===== config.mk =====
export PLATFORM = sky130hd
export DESIGN_NAME = pipe_hazard_ctrl
export DESIGN_NICKNAME = d
export VERILOG_FILES = /design/src/rtl/pipe_hazard_ctrl.sv
export SDC_FILE = /design/constraint.sdc
export NUM_CORES = 1
export LEC_CHECK = 0
export ABC_CLOCK_PERIOD_IN_PS = 1200
export BUFFER_PORTS_ARGS = -buffer_cell sky130_fd_sc_hd__buf_4
export CAP_MARGIN = 15
export CELL_PAD_IN_SITES_DETAIL_PLACEMENT = 1
export CELL_PAD_IN_SITES_GLOBAL_PLACEMENT = 2
export CORE_ASPECT_RATIO = 1.75
export CORE_MARGIN = 5
export CORE_UTILIZATION = 13
export DETAILED_ROUTE_END_ITERATION = 8
export GPL_TIMING_DRIVEN = 0
export PLACE_DENSITY = 0.81
export SLEW_MARGIN = 20
export SYNTH_ARGS = -nofsm -noshare
export SYNTH_HDL_FRONTEND = slang
export SYNTH_SLANG_ARGS = --single-unit
export TNS_END_PERCENT = 5

===== constraint.sdc =====
create_clock -name clk -period 1.2 [get_ports clk]
set_input_delay 0.18 -clock clk [delete_from_list [all_inputs] [get_ports clk]]
set_output_delay 0.18 -clock clk [all_outputs]
set_load 0.05 [all_outputs]

===== src/rtl/pipe_hazard_ctrl.sv =====
// Pipeline sequencing controller: stalls, flushes and MDU start handshake.
// Optional saturating stall-cycle counter enabled by HAZARD_PERF_CNT_EN.
module pipe_hazard_ctrl #(
  parameter int CNT_W = 32
) (
  input  logic             clk,
  input  logic             rst,
  input  logic [4:0]       id_rs1,
  input  logic [4:0]       id_rs2,
  input  logic             id_use_rs1,
  input  logic             id_use_rs2,
  input  logic [4:0]       exe_rd,
  input  logic             exe_reg_wen,
  input  logic             exe_is_load,
  input  logic             exe_mdu_op,
  input  logic             mdu_done,
  input  logic             mem_busy,
  input  logic             exe_redirect,
  output logic             mdu_req,
  output logic             if_stall,
  output logic             id_stall,
  output logic             exe_stall,
  output logic             mem_stall,
  output logic             id_flush,
  output logic             exe_flush,
  output logic             mem_bubble,
  output logic             wb_bubble,
  output logic [CNT_W-1:0] stall_cnt
);

  typedef enum logic {
    S_RUN,
    S_MDU
  } state_t;

  state_t state, state_nx;
  logic   mdu_fin, mdu_fin_nx;
  logic   mdu_pend;
  logic   rs1_hit, rs2_hit, load_use;

  assign mdu_pend = (state == S_MDU) || (exe_mdu_op && !mdu_fin);
  assign rs1_hit  = id_use_rs1 && (id_rs1 == exe_rd);
  assign rs2_hit  = id_use_rs2 && (id_rs2 == exe_rd);
  assign load_use = exe_is_load && exe_reg_wen &&
                    (exe_rd != 5'd0) && (rs1_hit || rs2_hit);

  // State and MDU-finished flag registers
  always_ff @(posedge clk or posedge rst) begin
    if (rst) begin
      state   <= S_RUN;
      mdu_fin <= 1'b0;
    end else begin
      state   <= state_nx;
      mdu_fin <= mdu_fin_nx;
    end
  end

  // Next state, MDU handshake and prioritised stall/flush controls
  always_comb begin
    state_nx   = state;
    mdu_fin_nx = mdu_fin;
    mdu_req    = 1'b0;
    if_stall   = 1'b0;
    id_stall   = 1'b0;
    exe_stall  = 1'b0;
    mem_stall  = 1'b0;
    id_flush   = 1'b0;
    exe_flush  = 1'b0;
    mem_bubble = 1'b0;
    wb_bubble  = 1'b0;

    unique case (state)
      S_RUN: begin
        if (exe_mdu_op && !mdu_fin && !mem_busy) begin
          mdu_req  = 1'b1;
          state_nx = S_MDU;
        end
      end
      S_MDU: begin
        if (mdu_done) begin
          mdu_fin_nx = 1'b1;
          state_nx   = S_RUN;
        end
      end
      default: state_nx = S_RUN;
    endcase

    if (mem_busy) begin
      if_stall  = 1'b1;
      id_stall  = 1'b1;
      exe_stall = 1'b1;
      mem_stall = 1'b1;
      wb_bubble = 1'b1;
    end else if (mdu_pend) begin
      if_stall   = 1'b1;
      id_stall   = 1'b1;
      exe_stall  = 1'b1;
      mem_bubble = 1'b1;
    end else if (exe_redirect) begin
      id_flush  = 1'b1;
      exe_flush = 1'b1;
    end else if (load_use) begin
      if_stall  = 1'b1;
      id_stall  = 1'b1;
      exe_flush = 1'b1;
    end

    // EXE instruction advancing ends its MDU ownership
    if (!exe_stall && state == S_RUN) begin
      mdu_fin_nx = 1'b0;
    end

    if (rst) begin
      mdu_req    = 1'b0;
      if_stall   = 1'b0;
      id_stall   = 1'b0;
      exe_stall  = 1'b0;
      mem_stall  = 1'b0;
      id_flush   = 1'b0;
      exe_flush  = 1'b0;
      mem_bubble = 1'b0;
      wb_bubble  = 1'b0;
    end
  end

`ifdef HAZARD_PERF_CNT_EN
  logic [CNT_W-1:0] cnt_q;

  // Saturating count of cycles with the front end held
  always_ff @(posedge clk or posedge rst) begin
    if (rst) begin
      cnt_q <= '0;
    end else if (if_stall && !(&cnt_q)) begin
      cnt_q <= cnt_q + 1'b1;
    end
  end

  assign stall_cnt = cnt_q;
`else
  assign stall_cnt = '0;
`endif

endmodule


==> insert_results.sql <==
INSERT INTO impl_metrics (metric_group, metric, value, unit) VALUES
('pwr', 'power_density', '871', 'nW/um2'),
('timing', 'period_minus_slack', '1.72', 'ns'),
('timing', 'hold_viol_final', '0', ''),
('clocking', 'tritoncts.num_buffers', '3', ''),
('critical_path', 'crit_path_max_incr_delay', '0.35', 'ns'),
('timing', 'worst_slack', '-0.518', 'ns'),
('synthesis', 'unique_cell_type_count_in_the_yosys_netlist', '22', ''),
('die', 'dieArea', '5770', 'um2'),
('die', 'dieHeight', '96.8', 'um'),
('timing', 'report.final.slew_viol_count', '0', ''),
('critical_path', 'cpMostUsedCell', 'sky130_fd_sc_hd__buf_6', ''),
('synthesis', 'postSynthAreaPerCell', '7.46', 'um2'),
('critical_path', 'worstReg2RegEnd', 'state', ''),
('synthesis', 'synth.area.top_cells', 'sky130_fd_sc_hd__buf_4 (46%), sky130_fd_sc_hd__xor2_1 (13%), sky130_fd_sc_hd__dfrtp_1 (8.9%)', ''),
('pwr', 'max-vdd-ir-drop', '0.462', 'mV'),
('placement', 'globalplace.congestion', '0.745', ''),
('placement', 'port-buffer-count', '33', ''),
('critical_path', 'crit_start', 'id_rs2[2]', ''),
('finish', 'nets', '170', ''),
('clocking', 'worst_setup_hold_path_clk_slew', '0.03', 'ns'),
('clocking', 'cts_tree', 'yes', ''),
('pwr', 'total_leakage_power', '0.639', 'nW'),
('route', 'drt-initial-drc-count', '17', ''),
('critical_path', 'timing.critical_path.arrival', '1.54', 'ns'),
('status', 'violations', 'setup timing', ''),
('die', 'start_util', '13.5', '%'),
('global_routing', 'globalRouteOverflowTotal', '0', ''),
('synthesis', 'synth_top_family_by_area', 'buffers and inverters', ''),
('timing', 'fin_tns_setup', '-2.41', 'ns'),
('finish', 'antenna_cells', '0', ''),
('global_routing', 'grt_antenna_before_repair', '0', ''),
('clocking', 'worstSkewPairLatency', '0.21', 'ns'),
('synthesis', 'post_synth_fa_ha_maj_area_fraction', '0', '%'),
('die', 'die_x', '59.6', 'um'),
('critical_path', 'slowest_cell_on_the_critical_path', 'sky130_fd_sc_hd__o41ai_4', ''),
('die', 'design.portCount', '66', ''),
('critical_path', 'critical_path_peak_fanout', '2', ''),
('global_routing', 'number_of_global_route_vias_before_repair', '745', ''),
('synthesis', 'netlist.top_cell.by_area', 'sky130_fd_sc_hd__buf_4', ''),
('synthesis', 'post_synthesis_cells', '75', ''),
('timing', 'timing.final.setup_violations', '7', ''),
('finish', 'layout-area-overhead-vs-synth', '110', '%'),
('critical_path', 'startpoint_type', 'primary input', ''),
('route', 'routed_wire_length_per_instance', '10.3', 'um'),
('critical_path', 'timing.setup.critical_path_class', 'in2out', ''),
('synthesis', 'postSynth.topFlopCell', 'sky130_fd_sc_hd__dfrtp_1', ''),
('synthesis', 'synth_seq_area_share', '8.95', '%'),
('finish', 'finalCoreUtilization', '28.3', '%'),
('synthesis', 'synth.most_common_cell', 'sky130_fd_sc_hd__buf_4', ''),
('route', 'drc', '0', ''),
('critical_path', 'timing.reg2reg.setup_slack', '0.36', 'ns'),
('die', 'num_rows', '31', ''),
('status', 'outcome', 'complete, but fails checks', ''),
('critical_path', 'crit_end', 'if_stall', ''),
('global_routing', 'grt_max_degree', '8', ''),
('clocking', 'cts-root-buf', 'sky130_fd_sc_hd__clkbuf_8', ''),
('synthesis', 'ys_async_sr_fraction', '100', '%'),
('route', 'avgViaCountPerCell', '3.30', ''),
('die', 'core_area', '4150', 'um2'),
('synthesis', 'muxShareOfSynthArea', '0', '%'),
('job', 'max_cap_violations', '0', ''),
('critical_path', 'r2r.worst_path.cells', '3', ''),
('critical_path', 'timing.critical_path.required', '1.02', 'ns'),
('finish', 'final.fill_count', '512', ''),
('synthesis', 'yosys_warnings', '0', ''),
('critical_path', 'critical_path.reg2reg.startpoint', 'mdu_fin', ''),
('timing', 'clock.fmax', '582', 'MHz'),
('route', 'ant_nets', '0', ''),
('timing', 'rsz0062_at_grt', 'true', ''),
('route', 'postRouteWirelength', '1.99', 'mm'),
('pwr', 'totalPowerFinal', '1.02', 'mW');
==> logic make-up (layout without fill, tap and decap cells) <==
kind of cell / Yosys count / in the layout
buffers and inverters: 37 / 74
and+or+nand+nor: 20 / 20
xor gates and xnor gates: 10 / 10
AOI/OAI and AO/OA: 5 / 5
DFF: 2 / 2
other: 1 / 32
==> worst max-delay path, delay by kind of cell <==
kind,cells,cell delay (ns)
AOI/OAI and AO/OA,2,0.48
xor gates and xnor gates,1,0.16
buffers and inverters,3,0.37
and+or+nand+nor,1,0.34
==> cell usage in the layout, fill, tap and decap left out, types with 2 or more instances in the layout <==
cell type / synthesis / final
sky130_fd_sc_hd__nor2_1: 5 / 3
sky130_fd_sc_hd__nor4_2: 1 / 2
sky130_fd_sc_hd__xor2_1: 8 / 5
sky130_fd_sc_hd__inv_1: 3 / 2
sky130_fd_sc_hd__xor2_2: 0 / 3
sky130_fd_sc_hd__buf_4: 34 / 54
sky130_fd_sc_hd__buf_8: 0 / 2
sky130_fd_sc_hd__nor3_1: 3 / 3
sky130_fd_sc_hd__conb_1: 1 / 32
sky130_fd_sc_hd__clkbuf_8: 0 / 3
sky130_fd_sc_hd__nor2_2: 0 / 2
sky130_fd_sc_hd__xnor2_1: 2 / 2
sky130_fd_sc_hd__buf_6: 0 / 11
==> power by group <==
part | leakage (nW) | switching [mW] | internal (mW)
logic | 0.593 | 0.418 | 0.239
registers | 0.0247 | 0.0199 | 0.0809
clock network | 0.0216 | 0.0541 | 0.212
total | 0.639 | 0.492 | 0.532
==> how the worst min path moves through the flow <==
stage	end	slack [ns]	depth (start not counted)
floorplan	mdu_fin	-0.08	1
global route	state	0.21	2
detailed placement	mdu_fin	0.11	2
finish	state	0.17	2
CTS	state	0.17	2
global placement	state	0.09	2
==> per-stage QoR <==
stage / std cells / setup WS, ns / area, um2 / hold WS [ns]
final: 192 / -0.518 / 1180 / 0.173
after CTS: 192 / -0.533 / 1150 / 0.170
after detailed placement: 188 / -0.704 / 1000 / 0.106
after floorplan: 106 / -0.781 / 691 / -0.0788
after global routing: 192 / -0.595 / 1180 / 0.207
after global placement: 188 / -0.711 / 1000 / 0.0928
==> sequential cells by signal, indices dropped and copies added, names as in the netlist <==
| register | count |
|---|---|
| mdu_fin | 1 |
| state | 1 |
==> repair_timing <==
action / 4_1_cts / 5_1_grt
hold buffers: 1 / 0
setup buffers: 0 / 0
gates resized for setup: 22 / 8
endpoints found under the setup margin: 7 / 7
pin swaps: 8 / 0
gates cloned: 0 / 0
endpoints found under the hold margin: 2 / 0
==> layer usage <==
metal	global-route usage [%]	part of all wire [%]	up-vias
met5	0	0	-
met4	4.10	1.8	0
met3	3.46	18	4
met2	11.4	46	54
met1	6.90	34	267
li1	-	-	309
==> layout make-up <==
class | instances | area [um2] | share of cell area, %
Multi-Input combinational cell | 67 | 442 | 37.6
Timing Repair Buffer | 34 | 310 | 26.4
Buffer | 34 | 259 | 22.0
Tap cell | 49 | 61.3 | 5.21
Sequential cell | 2 | 51.3 | 4.36
Clock buffer | 3 | 41.3 | 3.51
Inverter | 3 | 11.3 | 0.957
(Power assumes the default switching activity.)
